===== src/rtl/fifo_stream_reader.sv =====
// Read-side burst controller: drains `len` words from a synchronous FIFO into a valid/ready stream.
// Optional FIFO_RD_CNT_EN adds a free-running 16-bit stream transfer counter output xfer_cnt.
module fifo_stream_reader #(
   parameter int unsigned DATA_W = 8,
   parameter int unsigned LEN_W  = 8
) (
   input  logic              clk,
   input  logic              rst,
   input  logic              start,
   input  logic [LEN_W-1:0]  len,
   output logic              busy,
   output logic              done,
   input  logic              fifo_empty,
   input  logic [DATA_W-1:0] fifo_dout,
   output logic              fifo_rd_en,
   output logic [DATA_W-1:0] m_data,
   output logic              m_valid,
   input  logic              m_ready
`ifdef FIFO_RD_CNT_EN
   ,
   output logic [15:0]       xfer_cnt
`endif
);

   typedef enum logic [1:0] {IDLE, RUN, DRAIN, DONE} state_t;

   state_t            state, state_nxt;
   logic [LEN_W-1:0]  len_q, issued, delivered;
   logic [1:0]        occ;
   logic              inflight, head, pop, accept;
   logic [2:0]        pending;
   logic [DATA_W-1:0] buf_mem [2];

   assign m_valid = (occ != 2'd0);
   assign m_data  = buf_mem[head];
   assign pop     = m_valid && m_ready;
   assign pending = {1'b0, occ} + {2'b0, inflight};

   always_ff @(posedge clk) begin
      if (!rst) state <= IDLE;
      else      state <= state_nxt;
   end

   always_comb begin
      state_nxt  = state;
      busy       = 1'b0;
      done       = 1'b0;
      fifo_rd_en = 1'b0;
      accept     = 1'b0;
      case (state)
         IDLE: begin
            if (start) begin
               accept    = (len != '0);
               state_nxt = (len == '0) ? DONE : RUN;
            end
         end
         RUN: begin
            busy = 1'b1;
            // occ + inflight - pop < 2, rearranged to stay unsigned
            fifo_rd_en = rst && !fifo_empty && (issued != len_q) &&
                         (pending < (3'd2 + {2'b0, pop}));
            if ((issued + LEN_W'(fifo_rd_en)) == len_q) state_nxt = DRAIN;
         end
         DRAIN: begin
            busy = 1'b1;
            if ((delivered + LEN_W'(pop)) == len_q) state_nxt = DONE;
         end
         DONE: begin
            busy      = 1'b1;
            done      = 1'b1;
            state_nxt = IDLE;
         end
         default: state_nxt = IDLE;
      endcase
   end

   always_ff @(posedge clk) begin
      if (!rst) begin
         len_q      <= '0;
         issued     <= '0;
         delivered  <= '0;
         occ        <= '0;
         inflight   <= 1'b0;
         head       <= 1'b0;
         buf_mem[0] <= '0;
         buf_mem[1] <= '0;
      end else begin
         inflight <= fifo_rd_en;
         if (accept) begin
            len_q     <= len;
            issued    <= '0;
            delivered <= '0;
         end else begin
            if (fifo_rd_en) issued    <= issued + LEN_W'(1);
            if (pop)        delivered <= delivered + LEN_W'(1);
         end
         // tail = head + occ; a capture only happens with occ <= 1
         if (inflight) buf_mem[head ^ occ[0]] <= fifo_dout;
         if (pop) head <= ~head;
         case ({inflight, pop})
            2'b10:   occ <= occ + 2'd1;
            2'b01:   occ <= occ - 2'd1;
            default: occ <= occ;
         endcase
      end
   end

`ifdef FIFO_RD_CNT_EN
   always_ff @(posedge clk) begin
      if (!rst)     xfer_cnt <= '0;
      else if (pop) xfer_cnt <= xfer_cnt + 16'd1;
   end
`endif

endmodule


===== config.mk =====
export PLATFORM = sky130hd
export DESIGN_NAME = fifo_stream_reader
export DESIGN_NICKNAME = d
export VERILOG_FILES = /design/src/rtl/fifo_stream_reader.sv
export SDC_FILE = /design/constraint.sdc
export NUM_CORES = 1
export LEC_CHECK = 0
export ABC_AREA = 1
export BUFFER_PORTS_ARGS = -buffer_cell sky130_fd_sc_hd__buf_2
export CAP_MARGIN = 25
export CORE_UTILIZATION = 53
export CTS_CLUSTER_SIZE = 20
export DETAILED_ROUTE_END_ITERATION = 10
export PLACE_DENSITY = 0.76
export SLEW_MARGIN = 0
export SYNTH_ARGS = -nofsm -noshare
export SYNTH_HDL_FRONTEND = slang
export SYNTH_SLANG_ARGS = --single-unit
export TNS_END_PERCENT = 20

===== constraint.sdc =====
create_clock -name clk -period 2.4 [get_ports clk]
set_input_delay 0.12 -clock clk [delete_from_list [all_inputs] [get_ports clk]]
set_output_delay 0.12 -clock clk [all_outputs]
set_load 0.02 [all_outputs]

Word level (Yosys, flattened, before mapping)

Memory sizes are Yosys's and may differ from the RTL's. A register that Yosys moved wholly into a read port is not among the register bits.
Index checks and enable logic that the tools add are counted.
Widths: inputs -> output; s select.

Add/subtract/negate cells: 8
Muxes and demuxes: 20
Bitwise logic cells: 3
$lt $le $gt $ge: 1
Equal/unequal tests: 11
Reduce and logical (&&, ||, !) cells: 14

Operator list:

| kind                | number |
|---|---|
| $add 8x1->8         | 2 |
| $add 8x1->8 const B | 2 |
| $eq 8x8->1          | 2 |
| $mux 1              | 13 |
| $logic_not 8->1     | 1 |
| $mux 2              | 4 |
| $mux 8              | 1 |
| $ne 8x8->1          | 1 |
| $pmux 2 s4          | 1 |
| $reduce_bool 8->1   | 1 |
| $reduce_or 8->1     | 1 |
| $eq 2x2->1 const B  | 3 |
| $ne 2x2->1 const B  | 3 |
| $eq 2x1->1 const B  | 2 |
| $logic_and 1x1->1   | 4 |
| $pmux 2 s2          | 1 |
| $reduce_bool 2->1   | 2 |
| $add 2x1->3         | 1 |
| $add 2x1->3 const A | 1 |
| $lt 3x3->1          | 1 |
| $reduce_and 3->1    | 1 |
| $reduce_or 3->1     | 1 |
| $add 2x1->2 const B | 1 |
| $logic_not 2->1     | 1 |
| other kinds (5)     | 6 |

Memory bits (writable): 16
Logic and storage cells: 65
Register bits after elaboration: 30
Output and inout bits: 12
Input bits: 21
Memories kept: 1

Memory list:

| memory  | words | width | rd ports | clocked after memory_dff | write ports | RTL line | text |
|---|---|---|---|---|---|---|---|
| buf_mem | 2     | 8     | 1        | 1                        | 2           | 32       | `logic [DATA_W-1:0] buf_mem [2];` |

Longest topological paths before layout

Gate-level depths: netlist (run 1).

Depth in word-level cells: 9
Depth in mapped cells: 23
Mapped depth without buffers: 22

Worst setup path before layout (run 1)

No wires, ideal clock.

Path kind: register -> register
Start point: register occ[0]
End point: register state[1]
Required time: 2336 ps
Setup time: 64 ps
Path buffers: 0
Clock period less this slack: 2387 ps
Path slack: 13 ps
Stages on the path, launching flop included: 21
Data arrival time: 2323 ps
Cells stage by stage: dfxtp_1 -> ha_1 -> ha_1 -> o21ai_2 -> and3_4 -> nand2_1 -> inv_1 -> ha_1 -> ha_1 -> inv_1 -> nand2_1 -> nand2_1 -> nor2_1 -> nand2_1 -> nor2_1 -> nand3_1 -> nand2_1 -> nand3_1 -> nand2_1 -> inv_1 -> nor2_1

Longest elaborated chain between the ends: 9
Elaborated cells on any way between the ends: 13
Those cells by class: add/sub (4); order compare (1); eq/ne (4); reduce/logical (4)

RTL lines:

| item                                | RTL line | text |
|---|---|---|
| start, declared                     | 29       | `logic [1:0] occ;` |
| start signal, assigned              | 101      | `2'b10: occ <= occ + 2'd1;` |
| start signal, assigned              | 102      | `2'b01: occ <= occ - 2'd1;` |
| $reduce_bool 2->1                   | 34       | `assign m_valid = (occ != 2'd0);` |
| $logic_and 1x1->1                   | 36       | `assign pop = m_valid && m_ready;` |
| $add 2x1->3                         | 61       | `(pending < (3'd2 + {2'b0, pop}));` |
| $lt 3x3->1                          | 61       |  |
| $logic_and 1x1->1                   | 60       | `fifo_rd_en = rst && !fifo_empty && (issued != len_q) &&` |
| $add 8x1->8                         | 62       | `if ((issued + LEN_W'(fifo_rd_en)) == len_q) state_nxt = DRAIN;` |
| $eq 8x8->1                          | 62       |  |
| $ne 2x2->1 (no source line)         | --       |  |
| $reduce_and 3->1 (no source line) * | --       |  |
| end signal, assigned                | 41       | `else state <= state_nxt;` |
| end, declared                       | 27       | `state_t state, state_nxt;` |

Every way passes the cells marked *; elsewhere a longest branch is shown, timed or not.
A chain may end at the register's enable or synchronous reset.

Worst setup path in the final report (run 1)

Start point: register len_q[4]
End point: register state[1]

Longest elaborated chain between the ends: 7
Elaborated cells on any way between the ends: 9
Those cells by class: add/sub (1); eq/ne (5); reduce/logical (3)

RTL lines:

| item                                | RTL line | text |
|---|---|---|
| start, declared                     | 28       | `logic [LEN_W-1:0] len_q, issued, delivered;` |
| start signal, assigned              | 90       | `len_q <= len;` |
| $ne 8x8->1                          | 60       |  |
| $logic_and 1x1->1 (2 in series)     | 60       |  |
| $add 8x1->8                         | 62       |  |
| $eq 8x8->1                          | 62       |  |
| $ne 2x2->1 (no source line)         | --       |  |
| $reduce_and 3->1 (no source line) * | --       |  |

Marks and branches as above.

==> results of run 1 <==
-- state kept, by name (all words and copies together) (netlist names), named ones only --
register / flops
inflight: 1
state: 2
buf_mem: 16
issued: 8
len_q: 8
occ: 2
delivered: 8
head: 1
-- synth_stat cells, types with 3 or more instances --
cell type and instances:
sky130_fd_sc_hd__nand2_1 99, sky130_fd_sc_hd__nand3_1 19, sky130_fd_sc_hd__nor3_1 4, sky130_fd_sc_hd__xnor2_1 3, sky130_fd_sc_hd__inv_1 49, sky130_fd_sc_hd__o21ai_0 14, sky130_fd_sc_hd__xor2_1 13, sky130_fd_sc_hd__a21oi_2 8
sky130_fd_sc_hd__dfxtp_1 31, sky130_fd_sc_hd__a21oi_1 18, sky130_fd_sc_hd__edfxtp_1 16, sky130_fd_sc_hd__nand2_2 10, sky130_fd_sc_hd__nand4_1 4, sky130_fd_sc_hd__mux2_2 8, sky130_fd_sc_hd__inv_2 5, sky130_fd_sc_hd__clkbuf_1 3
sky130_fd_sc_hd__ha_1 13, sky130_fd_sc_hd__nor2_1 40
-- power by group through the flow --
| stage | Sequential (mW) | Combinational (mW) | Clock, mW |
|---|---|---|---|
| floorplan | 0.979 | 0.587 | 0 |
| global placement | 0.985 | 0.835 | 0 |
| detailed placement | 0.988 | 0.856 | 0 |
| CTS | 0.972 | 0.882 | 0.621 |
| global route | 0.990 | 1.05 | 0.643 |
| finish | 0.980 | 0.948 | 0.615 |
-- final cells by class --
cell class | count | area [um2] | share of cell area (%)
multi-input combinational | 272 | 1590 | 46.2
sequential | 47 | 1100 | 32.0
timing repair buffer | 55 | 337 | 9.76
inverter | 55 | 211 | 6.13
tap | 70 | 87.6 | 2.54
clock buffer | 5 | 68.8 | 1.99
clock inverter | 3 | 47.5 | 1.38
-- timing repair --
item / 4_1_cts / 5_1_grt
hold endpoints to repair: 0 / 0
setup endpoints to repair: 2 / 2
pin swaps: 8 / 14
resized for setup: 12 / 9
setup buffers: 0 / 1
-- cell families (layout without fill, tap and decap cells) --
kind of cell | Yosys count | in the layout | synth area share [%]
adders and majority gates | 13 | 13 | 5.69
and+or+nand+nor | 193 | 193 | 30.5
DFF | 47 | 47 | 38.5
AOI/OAI and AO/OA | 42 | 42 | 8.54
xor gates and xnor gates | 16 | 16 | 4.90
muxes | 8 | 8 | 3.15
buffers and inverters | 62 | 118 | 8.67
-- critical path, cell delays in order (launching register included) --
cell and delay (ns):
sky130_fd_sc_hd__dfxtp_2 0.35, sky130_fd_sc_hd__inv_1 0.09, sky130_fd_sc_hd__nand2_1 0.07, sky130_fd_sc_hd__nand2_1 0.09
sky130_fd_sc_hd__nand2_1 0.08, sky130_fd_sc_hd__nor3_2 0.12, sky130_fd_sc_hd__nand4_1 0.19, sky130_fd_sc_hd__nand2_2 0.12
sky130_fd_sc_hd__inv_2 0.05, sky130_fd_sc_hd__ha_4 0.16, sky130_fd_sc_hd__ha_4 0.26, sky130_fd_sc_hd__inv_2 0.03
sky130_fd_sc_hd__nand2_1 0.05, sky130_fd_sc_hd__nand2_1 0.05, sky130_fd_sc_hd__nor2_1 0.08, sky130_fd_sc_hd__nand2_1 0.05
sky130_fd_sc_hd__nor2_1 0.09, sky130_fd_sc_hd__nand3_1 0.10, sky130_fd_sc_hd__nand2_2 0.10, sky130_fd_sc_hd__nand3_2 0.07
sky130_fd_sc_hd__nand2_1 0.07, sky130_fd_sc_hd__inv_1 0.04, sky130_fd_sc_hd__nor2_1 0.07
-- cells in the final DEF, fill, tap and decap left out, drive strengths merged --
| cell | netlist | layout |
|---|---|---|
| nand2 | 110 | 110 |
| inv | 54 | 55 |
| buf | 4 | 55 |
| nor2 | 44 | 44 |
| dfxtp | 31 | 31 |
| a21oi | 26 | 26 |
| nand3 | 21 | 21 |
| edfxtp | 16 | 16 |
| o21ai | 16 | 16 |
| xor2 | 13 | 13 |
| ha | 13 | 13 |
| mux2 | 8 | 8 |
| clkbuf | 3 | 5 |
| nand4 | 4 | 4 |
| nor3 | 4 | 4 |
| xnor2 | 3 | 3 |
| and3 | 3 | 3 |
| clkinv | 1 | 2 |
| nor4 | 2 | 2 |
| nor3b | 2 | 2 |
| or2 | 2 | 2 |
| nand3b | 1 | 1 |
| bufinv | 0 | 1 |
-- worst paths after layout --
path / from / to / slack (ns) / depth (start not counted)
worst max-delay path: len_q[4] / state[1] / -0.04 / 22
worst min-delay path: len[5] / len_q[5] / 0.10 / 3
worst max register to register: len_q[4] / state[1] / -0.04 / 22
worst min register to register: issued[7] / issued[7] / 0.50 / 2
-- routing by layer --
| layer | GRT usage, % | vias to the layer above | share of wire (%) |
|---|---|---|---|
| met5 | 0 | - | 0 |
| met4 | 7.82 | 0 | 1.8 |
| met3 | 3.04 | 13 | 3.5 |
| met2 | 43.5 | 57 | 51 |
| met1 | 29.3 | 1185 | 44 |
| li1 | - | 1324 | - |
==> Implementation_results.wiki, run 1 <==
{| class="wikitable"
! Metric !! Value
|-
| Total global-route track usage || 23.9%
|-
| Pre-CTS WS || -0.0611 ns
|-
| Sw power || 0.929 mW
|-
| Post-synth net total || 415
|-
| Part of the Yosys area used for sequential elements || 38.5%
|-
| Total standard cell area after synthesis || 0.00286 mm2
|-
| Max Freq || 0.410 GHz
|-
| Total die area || 0.00569 mm2
|-
| Static leakage power || 1.59 nW
|-
| Relative contribution of combinational cells to total power || 37.3%
|-
| Synth Register Bits || 47
|-
| Max transition margin || 71.0%
|-
| Number of sinks handled by clock tree synthesis || 47
|-
| Internal Dissipation || 1.61 mW
|-
| Net total in the final layout || 470
|-
| Remaining antenna violation count after routing || 0
|-
| Synthesized instance count || 381
|-
| Arrival time at the worst endpoint || 2.69 ns
|-
| Post-synth EDFFs || 16
|-
| Maximum net fanout on the critical path || 3
|-
| Initial standard-cell utilization of the core || 55.6%
|-
| Outcome || finished, violations left
|-
| Area inside the core boundary || 0.00514 mm2
|-
| I/O Buffers || 32
|-
| Largest cells by area after synthesis || sky130_fd_sc_hd__dfxtp_1 (22%), sky130_fd_sc_hd__edfxtp_1 (17%), sky130_fd_sc_hd__nand2_1 (13%)
|-
| Placed Area || 0.00323 mm2
|-
| Per-cell via count in the routed design || 5.09
|-
| Via count of the first global-routing pass || 2,296
|-
| Clock group share of total power || 24.2%
|-
| Proportion of synthesized flip-flops having asynchronous set or reset || 0%
|-
| Detailed-route via count || 2,579
|-
| Aggregate negative setup slack || -0.0380 ns
|-
| Final count of hold timing violations || 0
|-
| Final clock period utilization by the worst path || 102%
|-
| Number of core rows || 26
|-
| Setup Viol. Count Final || 1
|-
| Cell chosen for the clock root || sky130_fd_sc_hd__clkbuf_8
|-
| First-pass GRT wire length || 10,200 um
|-
| Syn-to-layout area delta || 20.7%
|-
| Antenna violations before repair || 0
|-
| Sort of element at the end of the critical path || flop
|-
| Fraction of power spent switching nets || 36.5%
|-
| Number of detailed-route iterations in the first pass || 5
|-
| Part of the total power dissipated in sequential elements || 38.5%
|-
| Maximum vdd drop || 0.520 mV
|-
| Synth area leader || sky130_fd_sc_hd__dfxtp_1
|-
| Number of buffers inserted by hold repair at cts || 0
|-
| Setup WS post-layout || -0.0380 ns
|-
| Clock transition time at the flip-flop clock pins of the worst setup and hold paths || 0.09 ns
|-
| HPWL reported at the end of detailed placement || 4710 um
|-
| Ratio of total power to cell area || 737 mW/mm2
|-
| Flip-flop cell with the highest count after synthesis || sky130_fd_sc_hd__dfxtp_1
|-
| Maximum number of pins on one net before global-route repair || 19
|-
| Max-cap viol count || 0
|-
| Number of synthesis warnings || 0
|-
| TritonCTS clock tree || done
|-
| Number of H-tree levels || 2
|-
| Drt wl/cell || 12.9 um
|-
| Power after layout || 2.54 mW
|-
| Ratio of cells with drive above 1 in the final layout || 28.1%
|-
| Final hold slack || 0.103 ns
|-
| Buffer depth of the longest clock path || 2
|-
| Total DRC errors in the routed layout || 0
|-
| Violations in the final reports || negative setup slack
|-
| Max Transition Viols Final || 0
|-
| Post-layout instance area || 0.00345 mm2
|-
| Clock latency at the later pin of the worst-skew pair || 0.31 ns
|-
| Number of antenna diodes || 0
|-
| Die Span X || 75.4 um
|-
| Req. time, crit path || 2.65 ns
|-
| Share of the core filled with cells in the final layout || 67.1%
|-
| Crit Path Class || reg -> reg
|-
| Class of the worst hold path || in -> reg
|-
| Kind of start point of the critical path || flop
|-
| Netlist cell types || 35
|-
| Total congestion overflow after global routing || 0
|-
| Gpl congestion || 0.867
|-
| Fill count || 449
|-
| Sum of routed wire length over all layers || 6550 um
|-
| Initial detailed-routing violation count || 184
|-
| Post-layout instance count excluding filler cells || 507
|-
| Die outline height || 75.4 um
|-
| Number of primary I/O pins || 33
|-
| Slew at the pin with the worst max-slew slack || 0.433 ns
|-
| Minimum period implied by the final worst setup slack || 2.44 ns
|-
| Fraction of post-synthesis cell area in the top cell type by area || 21.7%
|-
| Post-Route Skew || 0.00569 ns
|-
| Number of placed instances with taps included || 498
|-
| Setup repair after global routing missed its margin || true
|-
| Clock buffer count from CTS || 5
|-
| Mean instance size in the synthesized netlist || 7.50 um2
|}
No activity file was read; power rests on OpenSTA's default activity.
==> inputs of run 2 (changes only) <==
CORE_UTILIZATION = 55   (was 53)
CTS_BUF_LIST = sky130_fd_sc_hd__clkbuf_2 sky130_fd_sc_hd__clkbuf_4 sky130_fd_sc_hd__clkbuf_8   (was not set)
PLACE_DENSITY = 0.79   (was 0.76)
SKIP_CTS_REPAIR_TIMING = 1   (was not set)
==> run 2 against run 1 <==
The flow still finishes with violations (negative setup slack). Non-clock buffer count increased by 1. Hold slack improved by 0.0076 ns. Sequential cell count is the same. Global-route usage hardly changed. Final cell count is 0.39% lower. Core utilization up 4.0 points. Total power decreased by 2.4%. Die area is 3.5% lower. First-iteration DRC count shrank 13%. Critical path type unchanged. Critical endpoint unchanged.
==> Implementation_results.wiki, run 2 (synthesized netlist as in run 1, its figures left out) <==
{| class="wikitable"
! Metric !! Value
|-
| Number of H-tree levels || 2 (unchanged)
|-
| Req. time, crit path || 2.64 ns (about the same)
|-
| Total DRC errors in the routed layout || 0 (unchanged)
|-
| Violations in the final reports || negative setup slack
|-
| Total die area || 0.00549 mm2 (-3.5%)
|-
| I/O Buffers || 32 (unchanged)
|-
| First-pass GRT wire length || 9890 um (-2.8%)
|-
| Remaining antenna violation count after routing || 0 (unchanged)
|-
| Area inside the core boundary || 0.00485 mm2 (-5.7%)
|-
| Final hold slack || 0.110 ns (+0.00760 ns)
|-
| Final clock period utilization by the worst path || 100% (-1.2 points)
|-
| Post-layout instance count excluding filler cells || 505 (-0.39%)
|-
| Gpl congestion || 0.910 (+5.0%)
|-
| Syn-to-layout area delta || 20.6%
|-
| Share of the core filled with cells in the final layout || 71.1% (+4.0 points)
|-
| Kind of start point of the critical path || flop
|-
| Placed Area || 0.00322 mm2 (-0.58%)
|-
| Clock buffer count from CTS || 5 (unchanged)
|-
| Post-layout instance area || 0.00345 mm2 (-0.11%)
|-
| Arrival time at the worst endpoint || 2.65 ns (-0.04 ns)
|-
| Net total in the final layout || 471 (+0.21%)
|-
| Die Span X || 74.1 um (-1.8%)
|-
| Max Freq || 0.415 GHz (+1.2%)
|-
| Standard cell with the maximum stage delay on the critical path || sky130_fd_sc_hd__dfxtp_2
|-
| Number of placed instances with taps included || 493 (-1.0%)
|-
| Number of antenna diodes || 0 (unchanged)
|-
| Pre-CTS WS || -0.0857 ns (-0.0246 ns)
|-
| Setup Viol. Count Final || 1 (unchanged)
|-
| Initial standard-cell utilization of the core || 58.9% (+3.3 points)
|-
| HPWL reported at the end of detailed placement || 4700 um (-0.26%)
|-
| Most flops, register || buf_mem
|-
| Post-Route Skew || 0.00458 ns (-0.00112 ns)
|-
| Die outline height || 74.1 um (-1.8%)
|-
| Number of core rows || 25 (-3.8%)
|-
| Static leakage power || 1.59 nW (about the same)
|-
| Clock transition time at the flip-flop clock pins of the worst setup and hold paths || 0.09 ns (about the same)
|-
| Total congestion overflow after global routing || 0 (unchanged)
|-
| Area used by multi-input combinational logic || 0.00159 mm2 (-0.39%)
|-
| Outcome || finished, violations left
|-
| Flip-flop count of the largest register, all copies and words added || 16 (unchanged)
|-
| Minimum period implied by the final worst setup slack || 2.41 ns (-0.0280 ns)
|-
| Critical path startpoint || occ[0]
|-
| Number of primary I/O pins || 33 (unchanged)
|-
| Max Transition Viols Final || 0 (unchanged)
|-
| Ratio of cells with drive above 1 in the final layout || 30.4% (+2.2 points)
|-
| Fill count || 380 (-15%)
|-
| Crit Path Class || reg -> reg
|-
| Maximum net fanout on the critical path || 4 (+1)
|-
| Maximum vdd drop || 0.494 mV (-4.9%)
|-
| Maximum number of pins on one net before global-route repair || 19 (unchanged)
|-
| Sort of element at the end of the critical path || flop
|-
| Series of cell instances along the critical path || ha_2 > ha_1 > o21ai_2 > and3_4 > nand2_2 > inv_2 > ha_4 > buf_4 > inv_1 > nor2_4 > nand2_1 > nand2_1 > nand2_1 > nor2_1 > nand3_1 > nand2_2 > nand3_2 > nand2_1 > inv_1 > nor2_1
|-
| Drt wl/cell || 12.7 um (-1.8%)
|-
| Sum of routed wire length over all layers || 6410 um (-2.2%)
|-
| Class of the worst hold path || in -> reg
|-
| Clock latency at the later pin of the worst-skew pair || 0.30 ns (about the same)
|-
| Most used cells in the layout excluding fill and tap cells || sky130_fd_sc_hd__nand2_1 (92), sky130_fd_sc_hd__inv_1 (45), sky130_fd_sc_hd__nor2_1 (37), sky130_fd_sc_hd__buf_2 (32), sky130_fd_sc_hd__dfxtp_1 (26)
|-
| Number of detailed-route iterations in the first pass || 4 (-1)
|-
| Setup WS post-layout || -0.0100 ns (+0.0280 ns)
|-
| Leading cell type in the layout, fill and taps excluded || sky130_fd_sc_hd__nand2_1
|-
| Detailed-route via count || 2,581 (+0.078%)
|-
| Antenna violations before repair || 0 (unchanged)
|-
| Cell with the most instances on the worst path || sky130_fd_sc_hd__nand2_1
|-
| Total global-route track usage || 23.9% (about the same)
|-
| Ratio of total power to cell area || 721 mW/mm2 (-2.3%)
|-
| Start point of the worst hold path || len[1]
|-
| Slew at the pin with the worst max-slew slack || 0.504 ns (+0.0701 ns)
|-
| Slowest stage delay, CP || 0.33 ns (-0.02 ns)
|-
| Setup repair after global routing missed its margin || true
|-
| TritonCTS clock tree || done
|-
| Per-cell via count in the routed design || 5.11 (+0.47%)
|-
| Initial detailed-routing violation count || 161 (-13%)
|-
| Register cell area after layout || 0.00111 mm2 (+0.34%)
|-
| Max-cap viol count || 0 (unchanged)
|-
| Cell chosen for the clock root || sky130_fd_sc_hd__clkbuf_8
|-
| Final count of hold timing violations || 0 (unchanged)
|-
| Number of sinks handled by clock tree synthesis || 47 (unchanged)
|-
| Via count of the first global-routing pass || 2,324 (+1.2%)
|-
| Max transition margin || 66.1% (-4.9 points)
|-
| Buffer depth of the longest clock path || 2 (unchanged)
|-
| Worst flop-to-flop path startpoint || occ[0]
|}
[run 2: metal layers]
| layer | track usage (%) | part of all wire [%] | wire, um | vias up |
|---|---|---|---|---|
| li1 | - | - | - | 1323 |
| met1 | 29.4 | 42 | 2710 | 1184 |
| met2 | 41.6 | 51 | 3270 | 63 |
| met3 | 4.74 | 5.3 | 338 | 11 |
| met4 | 8.55 | 1.4 | 90 | 0 |
| met5 | 0 | 0 | 0 | - |
[run 2: final timing paths]
kind	depth (start not counted)	slack (ns)	to
hold / removal	3	0.11	len_q[1]
setup reg to reg	20	-0.01	state[1]
hold reg to reg	2	0.50	len_q[6]
setup / recovery	20	-0.01	state[1]
[run 2: power by group]
part	total, mW	switching [mW]	internal, mW
Combinational	0.905	0.534	0.372
Sequential	0.980	0.0716	0.909
Clock	0.597	0.284	0.314
[run 2: critical path, delay by kind of cell, from the launching register on]
family                   cells  cell delay [ns]
AO/OA/AOI/OAI                1             0.07
adder cells (fa/ha/maj)      3             0.61
buffers and inverters        4             0.29
flip-flops                   1             0.33
AND/OR/NAND/NOR             12             1.07
[run 2: area by class of cell]
cell class              count  share of cell area, %
inverters                  55                   6.14
clock inverters             3                   1.34
flip-flops and latches     47                   32.1
repair buffers             56                   9.88
multi-input cells         272                   46.1
well taps                  67                   2.43
clock buffers               5                   2.00
[run 2: per-stage QoR]
step | setup TNS, ns | total power [mW]
after floorplan | 0 | 1.57
after global placement | 0 | 1.80
after detailed placement | -0.102 | 1.83
after CTS | -0.173 | 2.42
after global routing | -0.294 | 2.62
final | -0.0100 | 2.48
